===== config.mk =====
export PLATFORM = sky130hd
export DESIGN_NAME = cordic_vectoring
export DESIGN_NICKNAME = d
export VERILOG_FILES = /design/src/rtl/cordic_vectoring.sv
export SDC_FILE = /design/constraint.sdc
export NUM_CORES = 1
export LEC_CHECK = 0
export CORE_ASPECT_RATIO = 1.4
export CORE_MARGIN = 1.5
export CORE_UTILIZATION = 30
export CTS_BUF_LIST = sky130_fd_sc_hd__clkbuf_8
export DETAILED_ROUTE_END_ITERATION = 16
export PLACE_DENSITY = 0.46
export SYNTH_ARGS = -nofsm -noshare
export SYNTH_HDL_FRONTEND = slang
export SYNTH_SLANG_ARGS = --single-unit

===== constraint.sdc =====
create_clock -name clk -period 5.9 [get_ports clk]
set_input_delay 1.18 -clock clk [delete_from_list [all_inputs] [get_ports clk]]
set_output_delay 1.18 -clock clk [all_outputs]
set_load 0.01 [all_outputs]

===== src/rtl/cordic_vectoring.sv =====
// Iterative vectoring-mode CORDIC: (x, y) -> atan2(y, x) in Q3.19 and magnitude in Q4.20.
// Define CORDIC_GAIN_COMP_EN to add the GAIN state that scales the magnitude by 1/K.
module cordic_vectoring #(
    parameter int WIDTH = 22,
    parameter int ITER  = 16
) (
    input  logic             clk,
    input  logic             reset,
    input  logic             start,
    input  logic [WIDTH-1:0] x_in,
    input  logic [WIDTH-1:0] y_in,
    output logic [WIDTH-1:0] angle_out,
    output logic [WIDTH+1:0] mag_out,
    output logic             busy,
    output logic             done
);
    localparam int XW = WIDTH + 2;
    localparam int CW = (ITER > 1) ? $clog2(ITER) : 1;
    localparam logic signed [WIDTH-1:0] PI_Q = WIDTH'(1647099);
`ifdef CORDIC_GAIN_COMP_EN
    localparam logic signed [21:0] KGAIN = 22'sd636752;
`endif

    typedef enum logic [1:0] {S_IDLE, S_PRE, S_ITER, S_GAIN} state_t;

    state_t                  state_q, state_d;
    logic signed [XW-1:0]    x_q, x_d, y_q, y_d;
    logic signed [WIDTH-1:0] z_q, z_d;
    logic [CW-1:0]           i_q, i_d;
    logic                    zero_q, zero_d;
    logic [WIDTH-1:0]        angle_q, angle_d;
    logic [XW-1:0]           mag_q, mag_d;
    logic                    done_q, done_d;

    logic signed [XW-1:0]    x_sh, y_sh, x_it, y_it;
    logic signed [WIDTH-1:0] z_it, atan_i;
`ifdef CORDIC_GAIN_COMP_EN
    logic signed [XW+21:0]   prod;
`endif

    // round(atan(2^-i) * 2^19)
    function automatic logic signed [WIDTH-1:0] atan_lut(input int idx);
        case (idx)
            0:  atan_lut = WIDTH'(411775);
            1:  atan_lut = WIDTH'(243085);
            2:  atan_lut = WIDTH'(128439);
            3:  atan_lut = WIDTH'(65198);
            4:  atan_lut = WIDTH'(32725);
            5:  atan_lut = WIDTH'(16379);
            6:  atan_lut = WIDTH'(8191);
            7:  atan_lut = WIDTH'(4096);
            8:  atan_lut = WIDTH'(2048);
            9:  atan_lut = WIDTH'(1024);
            10: atan_lut = WIDTH'(512);
            11: atan_lut = WIDTH'(256);
            12: atan_lut = WIDTH'(128);
            13: atan_lut = WIDTH'(64);
            14: atan_lut = WIDTH'(32);
            15: atan_lut = WIDTH'(16);
            16: atan_lut = WIDTH'(8);
            17: atan_lut = WIDTH'(4);
            18: atan_lut = WIDTH'(2);
            19: atan_lut = WIDTH'(1);
            default: atan_lut = '0;
        endcase
    endfunction

    always_comb begin
        state_d = state_q;
        x_d     = x_q;
        y_d     = y_q;
        z_d     = z_q;
        i_d     = i_q;
        zero_d  = zero_q;
        angle_d = angle_q;
        mag_d   = mag_q;
        done_d  = 1'b0;

        x_sh   = x_q >>> i_q;
        y_sh   = y_q >>> i_q;
        atan_i = atan_lut(int'(i_q));
        if (!y_q[XW-1]) begin
            x_it = x_q + y_sh;
            y_it = y_q - x_sh;
            z_it = z_q + atan_i;
        end else begin
            x_it = x_q - y_sh;
            y_it = y_q + x_sh;
            z_it = z_q - atan_i;
        end
`ifdef CORDIC_GAIN_COMP_EN
        prod = (XW+22)'(x_q) * (XW+22)'(KGAIN);
`endif

        case (state_q)
            S_IDLE: begin
                if (start) begin
                    x_d     = XW'($signed(x_in));
                    y_d     = XW'($signed(y_in));
                    zero_d  = (x_in == '0) && (y_in == '0);
                    state_d = S_PRE;
                end
            end
            S_PRE: begin
                // Fold the left half-plane onto the right so the iterations converge.
                if (x_q[XW-1]) begin
                    x_d = -x_q;
                    y_d = -y_q;
                    z_d = y_q[XW-1] ? -PI_Q : PI_Q;
                end else begin
                    z_d = '0;
                end
                i_d     = '0;
                state_d = S_ITER;
            end
            S_ITER: begin
                x_d = x_it;
                y_d = y_it;
                z_d = z_it;
                i_d = i_q + CW'(1);
                if (i_q == CW'(ITER - 1)) begin
`ifdef CORDIC_GAIN_COMP_EN
                    state_d = S_GAIN;
`else
                    state_d = S_IDLE;
                    done_d  = 1'b1;
                    angle_d = zero_q ? '0 : z_it;
                    mag_d   = zero_q ? '0 : x_it;
`endif
                end
            end
`ifdef CORDIC_GAIN_COMP_EN
            S_GAIN: begin
                state_d = S_IDLE;
                done_d  = 1'b1;
                angle_d = zero_q ? '0 : z_q;
                mag_d   = zero_q ? '0 : XW'(prod >>> 20);
            end
`endif
            default: state_d = S_IDLE;
        endcase
    end

    always_ff @(posedge clk or posedge reset) begin
        if (reset) begin
            state_q <= S_IDLE;
            x_q     <= '0;
            y_q     <= '0;
            z_q     <= '0;
            i_q     <= '0;
            zero_q  <= 1'b0;
            angle_q <= '0;
            mag_q   <= '0;
            done_q  <= 1'b0;
        end else begin
            state_q <= state_d;
            x_q     <= x_d;
            y_q     <= y_d;
            z_q     <= z_d;
            i_q     <= i_d;
            zero_q  <= zero_d;
            angle_q <= angle_d;
            mag_q   <= mag_d;
            done_q  <= done_d;
        end
    end

    assign angle_out = angle_q;
    assign mag_out   = mag_q;
    assign done      = done_q;
    assign busy      = (state_q != S_IDLE);
endmodule

# == Word-level counts from Yosys, hierarchy flattened ==
# Memories as Yosys holds them, arrays and structs flattened.
# Cells that the tools add are included.
# totals
register_bits,124
latchBits,0
ram_bits,0
romBits,304
input_bits,47
out_inout_bits,48
wordCells,60
memories,1
# memory_table
memory,words,width,read_ports,rd_ports_with_merged_regs,write_ports,line_no,text
(no name shown),16,19,1,0,0,43,case (idx)
# classes
addsub,9
multipliers,0
div_mod_pow,0
magnitude_cmp,0
n_eq_ne,6
shifts,2
mux,20
bitwise_logic,0
reduce_logical,12
# ops
operator,count
$mux 24,7
$pmux 24 s3,2
$mux 22,4
$add 24x24->24,2
$neg 24->24,2
$sshr 24x4->24,2
$sub 24x24->24,2
$logic_not 22->1,2
$pmux 22 s2,1
$add 22x22->22,1
$sub 22x22->22,1
$pmux 4 s2,1
$reduce_and 2->1,4
$ne 2x2->1 const B,3
$pmux 2 s3,1
$add 4x1->4 const B,1
$eq 4x4->1 const B,1
$mux 2,2
$reduce_bool 2->1,2
$reduce_and 3->1,1
$reduce_bool 3->1,1
$eq 2x1->1 const B,1
$eq 2x2->1 const B,1
$logic_not 2->1,1
2 further kinds,3

# == Longest topological paths before layout ==
# Gate-level depths: netlist (run 1).
# logic_depth
depth_word,4
mapped_depth,27
mapped_depth_nobuf,23

# == Worst setup path before layout (run 1) ==
# OpenSTA, ideal clock, no wires.
# synth_timing
path_kind,reg2reg
from,reg i_q[2]
to,"reg mag_q[23], in the netlist mag_out[23]"
setup_ps,121
arrival_ps,5233
required_time_ps,5779
setup_slack_ps,546
stages_incl_launch_ff,26
path_buffers,6
path_cell_list,dfrtp_1 > buf_2 > buf_1 > buf_2 > buf_2 > buf_1 > buf_1 > nand2_1 > o21ai_0 > ha_1 > and3_1 > nor4b_2 > nand3b_1 > xor2_1 > o22ai_1 > ha_1 > a21o_1 > a21o_1 > a21o_1 > a21o_1 > a21oi_1 > o21ai_0 > o41ai_1 > xor2_1 > xnor2_1 > a22o_1
# synth_between
elab_chain_cells,4
elab_cells_between_ends,7
# synth_rtl
item,line_no,text
from (decl),29,"logic [CW-1:0] i_q, i_d;"
from (signal assigned),160,i_q <= i_d;
$sshr 24x4->24,80,y_sh = y_q >>> i_q;
$add 24x24->24 / $sub 24x24->24 (equally long branches),"83, 87",
$mux 24,82,if (!y_q[XW-1]) begin
$mux 24,128,mag_d = zero_q ? '0 : x_it;
to (signal assigned),163,mag_q <= mag_d;
to (decl),32,"logic [XW-1:0] mag_q, mag_d;"
# Several ways; a longest one is shown, not always the timed one.
# A chain may end at the register's enable or synchronous reset.

# == Worst setup path in the final report (run 1) ==
# layout_timing
from,reg i_q[0]
to,"reg mag_q[23], in the netlist mag_out[23]"
# The elaborated chain is that of the path after synthesis.

==> summary.txt, run 1 <==
Hold path
  • Hold WC Path Type: flip-flop to flip-flop
  • Hold_sp: angle_out[1]$_DFFE_PP0P_

Placement
  • DP HPWL: 38300 µm
  • Placer Congestion: between 0.8 and 0.9
  • Port bufs: 94

Synthesis
  • Cells taking the most area after synthesis: dfrtp_1, ha_1, mux4_2
  • Yosys top cell by area: dfrtp_1
  • Post-Syn Area per Cell: 8.19 µm²
  • Synth Register Bits: 124
  • Most common library cells after synthesis: nor2_1, nand2_1, a21oi_1
  • Post-synth net total: between 1500 and 2000
  • Area of the mapped netlist: 13700 µm²
  • Post-synthesis cell type count: 79
  • Sequential share of the synthesized area: 0.227
  • Top_reg_cell synth: dfrtp_1
  • Number of flops mapped to enable cells by yosys: 0
  • Most frequent cell after synthesis: nor2_1
  • Yosys top cell area share: 0.227
  • Synth Instances: 1671
  • Ys async rst share: 1.00
  • YS warnings: 0

Critical path
  • Cell family with most CP delay: compound AO/OA/AOI/OAI gates
  • Reg2reg start: i_q[0]$_DFFE_PP0N_
  • Reg2Reg Setup Slack: 0.43 ns
  • CP Class: flip-flop to flip-flop
  • CP max-delay cell: mux4_2
  • WP data required: 6.30 ns
  • Cell-by-cell trace of the critical path: buf_4 > mux4_2 > nand2_1 > nand3_1 > a2bb2oi_1 > nand4_1 > nor4b_2 > nand2_1 > nor3_1 > xnor2_1 > o22ai_1 > ha_1 > a21o_1 > a21o_1 > a21o_1 > a21oi_1 > o21ai_0 > o41ai_1 > xor2_1 > xnor2_1 > a22o_1
  • CP Max Fanout: 22
  • Crit path from: i_q[0]$_DFFE_PP0N_
  • Crit end category: flip-flop
  • Startpoint types: flip-flop
  • Crit path buf inv count: 1
  • CP most frequent cell: a21o_1
  • WP data arrival: 5.87 ns
  • CP max stage delay: 0.59 ns

Detailed routing
  • Final WL: 50400 µm
  • Routed WL per cell: about 22 µm
  • ANT nets after route: 0
  • Drc violations: 0
  • Vias: 13200
  • Vias per cell: 5.64
  • Starting DRT DRC Count: 843
  • Pre-Repair DR Iteration Count: 8

CTS
  • Clock slew at reported path FFs: approximately 0.08 ns
  • CTS Buffer Depth: 2
  • Worst skew pair latency: 0.52 ns
  • H-tree depth: 4
  • CTS tree: built
  • Clock sink total: 124
  • CTS root buffer: clkbuf_8
  • Num CTS Buffers: 17

Timing
  • Setup-failing EPs final: 0
  • Hold_ws: roughly 0.48 ns
  • RSZ-0062 raised after global routing: no
  • TNS Setup: 0 ns
  • Max transition margin: 0.283
  • Worst-Margin Slew: 1.07 ns
  • Fin crit period: around 5.5 ns
  • Final Cycle Share: 0.928
  • Fin. Hold Viols: 0
  • Slew Limit Fails: 0
  • Skew final: 0.0228 ns
  • Max Fclk: 183 MHz

Global routing
  • Vias in the first global route: 13000
  • Total grt overflow: 0
  • Global-route wire length before repair: 78200 µm
  • Largest net degree at the start of global routing: 84
  • Antenna violations before repair: 1
  • GRT Overall Usage: 0.217

Layout
  • Layout cells sized above 1: 0.105
  • Layout overhead on the synthesized area: 14.9%
  • NumNets Final: about 1900

Die
  • Die Ht: approximately 260 µm
  • Starting Density: 0.304
  • Die width: ~180 µm
  • Row count: 92
  • Total core area: 45000 µm²
  • Die area: 46900 µm²
  • Ports: 95

Status
  • Status: complete, no violations

Run
  • Max_cap viols: 0
==> cells in the final DEF, fill, tap and decap left out, drive strengths merged, types with 12 or more instances in the layout <==
cell and count:
a21o 29, a21oi 127, a221oi 19, a222oi 16, a22o 42, a31oi 24
and3 13, buf 53, clkbuf 19, clkdlybuf4s50 94, dfrtp 124, ha 91
inv 50, mux2 23, mux2i 42, mux4 45, nand2 172, nand2b 13
nand3 25, nand4 12, nor2 173, nor2b 17, nor3 47, nor4 26
o211ai 23, o21a 12, o21ai 95, o31ai 23, xnor2 89, xor2 61
==> cell type report <==
type                            instances  area, µm²
Timing Repair Buffer                  147       1340
Antenna cell                            1       2.50
Sequential cell                       124       3110
Tap cell                              611        764
Clock inverter                         12        124
Fill cell                            4723      29300
Inverter                               50        193
Multi-Input combinational cell       1373       9920
Clock buffer                           19        262
==> registers in the layout (all words and copies together), names as in the netlist <==
register and count:
angle_out 22, done 1, i_q 4, mag_out 24
state_q 2, x_q 24, y_q 24, z_q 22
zero_q 1
==> stage by stage <==
step                cell area [µm²]  setup slack (ns)  std cells  utilization
floorplan                     13700             0.546       1671            -
global placement              15300             0.495       2304        0.340
detailed placement            15300             0.421       2304        0.340
CTS                           15700             0.376       2335        0.349
global route                  15700           0.00630       2337        0.349
finish                        15700             0.427       2337        0.349
==> final timing paths <==
path | end | depth (start not counted)
setup / recovery | mag_out[23]$_DFFE_PP0P_ | 21
max in group asynchronous | x_q[16]$_DFFE_PP0P_ | 3
min in group asynchronous | mag_out[0]$_DFFE_PP0P_ | 2
setup reg to reg | mag_out[23]$_DFFE_PP0P_ | 21
hold reg to reg | angle_out[1]$_DFFE_PP0P_ | 2
hold / removal | angle_out[1]$_DFFE_PP0P_ | 2
==> repair_timing <==
item,in CTS,in global routing
hold buffers,0,0
gates resized for setup,0,3
setup buffers,0,1
setup endpoints to repair,0,4
==> worst min-delay path, cell delays in order, from the launching register on <==
cell	delay, ns
dfrtp_1	0.35
nand2_1	0.05
o31ai_1	0.05
==> cell families (layout without fill, tap and decap cells) <==
kind of cell | after synthesis | in the layout | share of synthesized area
fa+ha+maj | 94 | 94 | 0.0876
compound gates | 476 | 476 | 0.231
mux | 110 | 110 | 0.124
other cells | 0 | 1 | 0
xor+xnor | 150 | 150 | 0.0960
simple gates | 543 | 543 | 0.183
buf+inv | 174 | 228 | 0.0520
flops | 124 | 124 | 0.227
==> layer usage <==
| layer | routed length (µm) | up-vias | part of all wire | global-route usage |
|---|---|---|---|---|
| li1 | - | 6226 | - | - |
| met1 | 21800 | 6490 | 0.43 | 0.274 |
| met2 | 24700 | 398 | 0.49 | 0.373 |
| met3 | 2100 | 68 | 0.042 | 0.0273 |
| met4 | 1760 | 0 | 0.035 | 0.0856 |
| met5 | 0 | - | 0 | 0 |
Power of run 1 is not shown: default switching activity piles up to over one toggle a cycle in this logic, so the estimate is an artifact.
==> run 2: changes to the inputs <==
--- a/config.mk
+++ b/config.mk
@@ -8,9 +8,11 @@
 export CORE_ASPECT_RATIO = 1.4
 export CORE_MARGIN = 1.5
 export CORE_UTILIZATION = 30
-export CTS_BUF_LIST = sky130_fd_sc_hd__clkbuf_8
+export CTS_BUF_LIST = sky130_fd_sc_hd__clkbuf_4 sky130_fd_sc_hd__clkbuf_8
+export CTS_CLUSTER_DIAMETER = 100
 export DETAILED_ROUTE_END_ITERATION = 16
 export PLACE_DENSITY = 0.46
+export REMOVE_ABC_BUFFERS = 1
 export SYNTH_ARGS = -nofsm -noshare
 export SYNTH_HDL_FRONTEND = slang
 export SYNTH_SLANG_ARGS = --single-unit
==> summary.txt, run 2 (synthesis results as in run 1) <==
Status
  • Status: complete, no violations

Layout
  • Layout Cells excl Fill: 2343
  • NumNets Final: 1859
  • Sequential cell area: 3120 µm²
  • Multi-input gate area: 9930 µm²
  • Layout cells sized above 1: 0.109
  • Most common cell after layout, fill and taps aside: nand2_1
  • Layout overhead on the synthesized area: 15.8%
  • Most frequent cells in the layout: nand2_1, nor2_1, a21oi_1
  • Layout fillers: ~4700
  • Final core occ: 0.352

Critical path
  • CP max stage delay: around 0.63 ns
  • CP Class: flip-flop to flip-flop
  • CP most frequent cell: a21o_1
  • Crit end category: flip-flop
  • Crit path from: i_q[0]$_DFFE_PP0N_
  • CP Max Fanout: 24
  • WP data arrival: 5.87 ns
  • Cell-by-cell trace of the critical path: inv_1 > mux2i_1 > mux2_2 > a21boi_1 > and3_1 > nor4b_2 > nand3b_1 > xor2_1 > o22ai_1 > ha_1 > a21o_1 > a21o_1 > a21o_1 > a21o_1 > a21oi_1 > o21ai_0 > o41ai_1 > xor2_1 > xnor2_1 > a22o_1
  • Reg2reg start: i_q[0]$_DFFE_PP0N_
  • WP data required: approximately 6.3 ns
  • CP max-delay cell: dfrtp_4
  • Crit path buf inv count: 1
  • Cell family with most CP delay: compound AO/OA/AOI/OAI gates
  • Startpoint types: flip-flop

Detailed routing
  • M1 WL: 19400 µm
  • Pre-Repair DR Iteration Count: 8
  • Vias: 13100
  • Drc violations: 0
  • Routed length on met2: 26700 µm
  • DR WL met3: 1510 µm
  • Starting DRT DRC Count: 970
  • Final WL: 50400 µm
  • Routed WL per cell: 21.5 µm
  • Max layer used: met4
  • Vias per cell: between 5 and 6
  • ANT nets after route: 0

Die
  • Row count: 92
  • Die Ht: 256 µm
  • Die area: around 47000 µm²
  • Starting Density: 0.304
  • Total core area: 45000 µm²
  • Die width: 184 µm
  • Ports: 95

CTS
  • Worst skew pair latency: 0.51 ns
  • Clock sink total: 124
  • H-tree depth: 4
  • Clock slew at reported path FFs: roughly 0.1 ns
  • Num CTS Buffers: 17
  • CTS root buffer: clkbuf_8
  • CTS Buffer Depth: 2
  • CTS tree: built

Global routing
  • Total grt overflow: 0
  • Global-route wire length before repair: a little under 80000 µm
  • Antenna violations before repair: 3
  • GRT Overall Usage: 0.216
  • Vias in the first global route: 13100
  • Largest net degree at the start of global routing: 75

Timing
  • Final Cycle Share: 0.927
  • Setup-failing EPs final: 0
  • Hold_ws: 0.505 ns
  • Fin. Hold Viols: 0
  • Min setup slack post-route: 0.430 ns
  • Worst-Margin Slew: 1.08 ns
  • Fin crit period: 5.47 ns
  • Slew Limit Fails: 0
  • Max Fclk: roughly 180 MHz
  • Max transition margin: 0.280
  • Skew final: 0.0167 ns
  • RSZ-0062 raised after global routing: no

Placement
  • Pre-CTS setup slack: 0.295 ns
  • Placer Congestion: 0.894
  • Dpl cells: around 2300
  • Port bufs: between 90 and 100
  • DP HPWL: 38400 µm

Hold path
  • Hold_sp: angle_out[0]$_DFFE_PP0P_
  • Hold WC Path Type: flip-flop to flip-flop

Run
  • Max_cap viols: 0
## run 2: cell type report
cell class / count / share of cell area
flip-flops and latches: 124 / 0.197
well taps: 611 / 0.0483
clock buffers: 18 / 0.0156
inverters: 50 / 0.0122
diodes: 1 / 0.000158
repair buffers: 152 / 0.0873
multi-input cells: 1373 / 0.627
clock inverters: 14 / 0.0130
## run 2: final timing paths
check / to / slack [ns] / cells after the start
worst min register to register: angle_out[0]$_DFFE_PP0P_ / 0.51 / 2
worst min-delay path: angle_out[0]$_DFFE_PP0P_ / 0.51 / 2
min in group asynchronous: y_q[4]$_DFFE_PP0P_ / 1.19 / 2
max in group asynchronous: mag_out[11]$_DFFE_PP0P_ / 3.75 / 3
worst max register to register: mag_out[23]$_DFFE_PP0P_ / 0.43 / 20
worst max-delay path: mag_out[23]$_DFFE_PP0P_ / 0.43 / 20
## run 2: stage by stage
step	instance area (µm²)	setup TNS, ns
after detailed placement	15400	0
final	15800	0
after floorplan	13200	-8.36
after global placement	15400	0
after CTS	15800	0
after global routing	15800	0
## run 2: per-layer routing
| metal | global-route usage | vias up |
|---|---|---|
| li1 | - | 6236 |
| met1 | 0.240 | 6380 |
| met2 | 0.396 | 342 |
| met3 | 0.0225 | 103 |
| met4 | 0.122 | 0 |
| met5 | 0 | - |
## run 2: what timing repair did
item,in CTS,in global routing
hold buffers,0,0
setup endpoints to repair,0,5
buffers inserted,0,1
gates resized for setup,0,5
## run 2: worst reg2reg max path: cells and delay by family, from the launching register on
family | cells | cell delay [ns]
xor gates and xnor gates | 3 | 0.57
AOI/OAI and AO/OA | 10 | 1.86
buffers and inverters | 1 | 0.48
DFF | 1 | 0.63
muxes | 2 | 0.64
adders and majority gates | 1 | 0.39
and+or+nand+nor | 3 | 0.80
Power of run 2 is left out for the same reason.
==> run 3: changes to the inputs <==
--- a/config.mk
+++ b/config.mk
@@ -11,6 +11,7 @@
 export CTS_BUF_LIST = sky130_fd_sc_hd__clkbuf_4 sky130_fd_sc_hd__clkbuf_8
 export CTS_CLUSTER_DIAMETER = 100
 export DETAILED_ROUTE_END_ITERATION = 16
+export MAX_ROUTING_LAYER = met4
 export PLACE_DENSITY = 0.46
 export REMOVE_ABC_BUFFERS = 1
 export SYNTH_ARGS = -nofsm -noshare
==> summary.txt, run 3 (synthesis results as in run 1) <==
Critical path
  • CP Class: flip-flop to flip-flop
  • Startpoint types: flip-flop
  • Crit path from: i_q[1]$_DFFE_PP0N_
  • WP data required: approximately 6.3 ns
  • Crit end category: flip-flop
  • Reg2Reg Setup Slack: roughly 0.45 ns
  • Reg2reg start: i_q[1]$_DFFE_PP0N_
  • CP Max Fanout: 15
  • Setup crit end: mag_out[23]$_DFFE_PP0P_
  • FF-to-FF path depth: 21
  • WP data arrival: around 5.8 ns
  • Reg-to-Reg End: mag_out[23]$_DFFE_PP0P_

Global routing
  • Grt met2 use: 0.394
  • Antenna violations before repair: 2
  • Vias in the first global route: 12900
  • GRT Max-Usage Layer: met2
  • Total grt overflow: 0
  • Largest net degree at the start of global routing: 73
  • GRT Overall Usage: 0.221
  • Global-route wire length before repair: between 70000 and 80000 µm
  • Grt met3 use: 0.0225
  • Met1 Use GR: 0.242

Detailed routing
  • Vias per cell: 5.59
  • Drc violations: 0
  • ANT nets after route: 0
  • Pre-Repair DR Iteration Count: 6
  • Vias: about 13000
  • Final WL: 50200 µm
  • Starting DRT DRC Count: between 800 and 900
  • Routed WL per cell: between 20 and 25 µm

Die
  • Ports: 95
  • Die area: 46900 µm²
  • Total core area: 45000 µm²
  • Die Ht: 256 µm
  • Row count: between 90 and 100
  • Die width: 184 µm
  • Starting Density: 0.304

CTS
  • CTS root buffer: clkbuf_8
  • CTS tree: built
  • CTS Hold Buffers Added: 0
  • CTS Buffer Depth: 2
  • Num CTS Buffers: 17
  • Clock sink total: 124
  • H-tree depth: 4
  • Worst skew pair latency: around 0.51 ns
  • Clock slew at reported path FFs: about 0.090 ns

Layout
  • Sequential cell area: between 3000 and 4000 µm²
  • NumNets Final: 1863
  • Layout overhead on the synthesized area: 15.6%
  • Most frequent cells in the layout: nand2_1, nor2_1, a21oi_1
  • Multi-input gate area: about 10000 µm²
  • Most common cell after layout, fill and taps aside: nand2_1
  • Layout cells sized above 1: 0.111
  • Layout fillers: around 4700

Timing
  • Hold_ws: roughly 0.5 ns
  • Max Fclk: between 150 and 200 MHz
  • Skew final: 0.0324 ns
  • Worst-Margin Slew: 1.19 ns
  • Fin. Hold Viols: 0
  • Final Cycle Share: 0.924
  • Max transition margin: 0.205
  • Setup-failing EPs final: 0
  • Fin crit period: 5.45 ns
  • Slew Limit Fails: 0
  • RSZ-0062 raised after global routing: no

Hold path
  • Hold WC Path Type: flip-flop to flip-flop

Run
  • Max_cap viols: 0

Placement
  • Placer Congestion: 0.924
  • DP HPWL: 38600 µm
  • Port bufs: 94

Status
  • Status: complete, no violations
run 3: routing by layer:
layer | share of wire | routed length, µm | up-vias
met5 | 0 | 0 | -
met4 | 0.056 | 2830 | 0
met3 | 0.031 | 1560 | 84
met2 | 0.52 | 26300 | 326
met1 | 0.39 | 19500 | 6457
li1 | - | - | 6256
run 3: area by class of cell:
type,instances,area share
Tap cell,611,0.0483
Inverter,50,0.0122
Clock buffer,18,0.0157
Timing Repair Buffer,156,0.0894
Antenna cell,2,0.000316
Multi-Input combinational cell,1373,0.628
Sequential cell,124,0.197
Clock inverter,14,0.00941
run 3: worst max-delay path, stage by stage, from the launching register on:
cell and delay, ns:
dfrtp_4 0.57, buf_4 0.16, mux4_2 0.50, mux2i_1 0.30, mux2_2 0.24, a21boi_1 0.22
and3_1 0.27, nor4b_2 0.38, nand3b_1 0.14, xor2_1 0.17, o22ai_1 0.11, ha_1 0.39
a21o_1 0.20, a21o_1 0.17, a21o_1 0.18, a21o_1 0.17, a21oi_1 0.12, o21ai_0 0.13
o41ai_1 0.33, xor2_1 0.29, xnor2_1 0.10, a22o_1 0.20
run 3: worst min-delay path by stage:
stage / startpoint / end / slack [ns] / cells past startpoint
global placement: angle_out[0]$_DFFE_PP0P_ / angle_out[0]$_DFFE_PP0P_ / 0.49 / 2
detailed placement: mag_out[7]$_DFFE_PP0P_ / mag_out[7]$_DFFE_PP0P_ / 0.49 / 2
CTS: mag_out[7]$_DFFE_PP0P_ / mag_out[7]$_DFFE_PP0P_ / 0.51 / 2
global route: angle_out[20]$_DFFE_PP0P_ / angle_out[20]$_DFFE_PP0P_ / 0.53 / 1
finish: mag_out[7]$_DFFE_PP0P_ / mag_out[7]$_DFFE_PP0P_ / 0.50 / 2
floorplan: z_q[2]$_DFFE_PP0N_ / z_q[2]$_DFFE_PP0N_ / 0.48 / 1
run 3: stage by stage:
stage          setup WS (ns)  TNS, ns  cell area (µm²)  cells   util
5_1_grt              0.00256        0            15800   2347  0.351
3_5_place_dp           0.294        0            15300   2308  0.341
3_3_place_gp           0.331        0            15300   2308  0.341
4_1_cts                0.286        0            15700   2340  0.350
6_report               0.450        0            15800   2348  0.352
2_1_floorplan         -0.791    -8.36            13200   1547      -
run 3: timing repair:
action,4_1_cts,5_1_grt
resized for setup,0,5
setup endpoints to repair,0,6
buffers inserted,0,6
Power of run 3 is left out for the same reason.
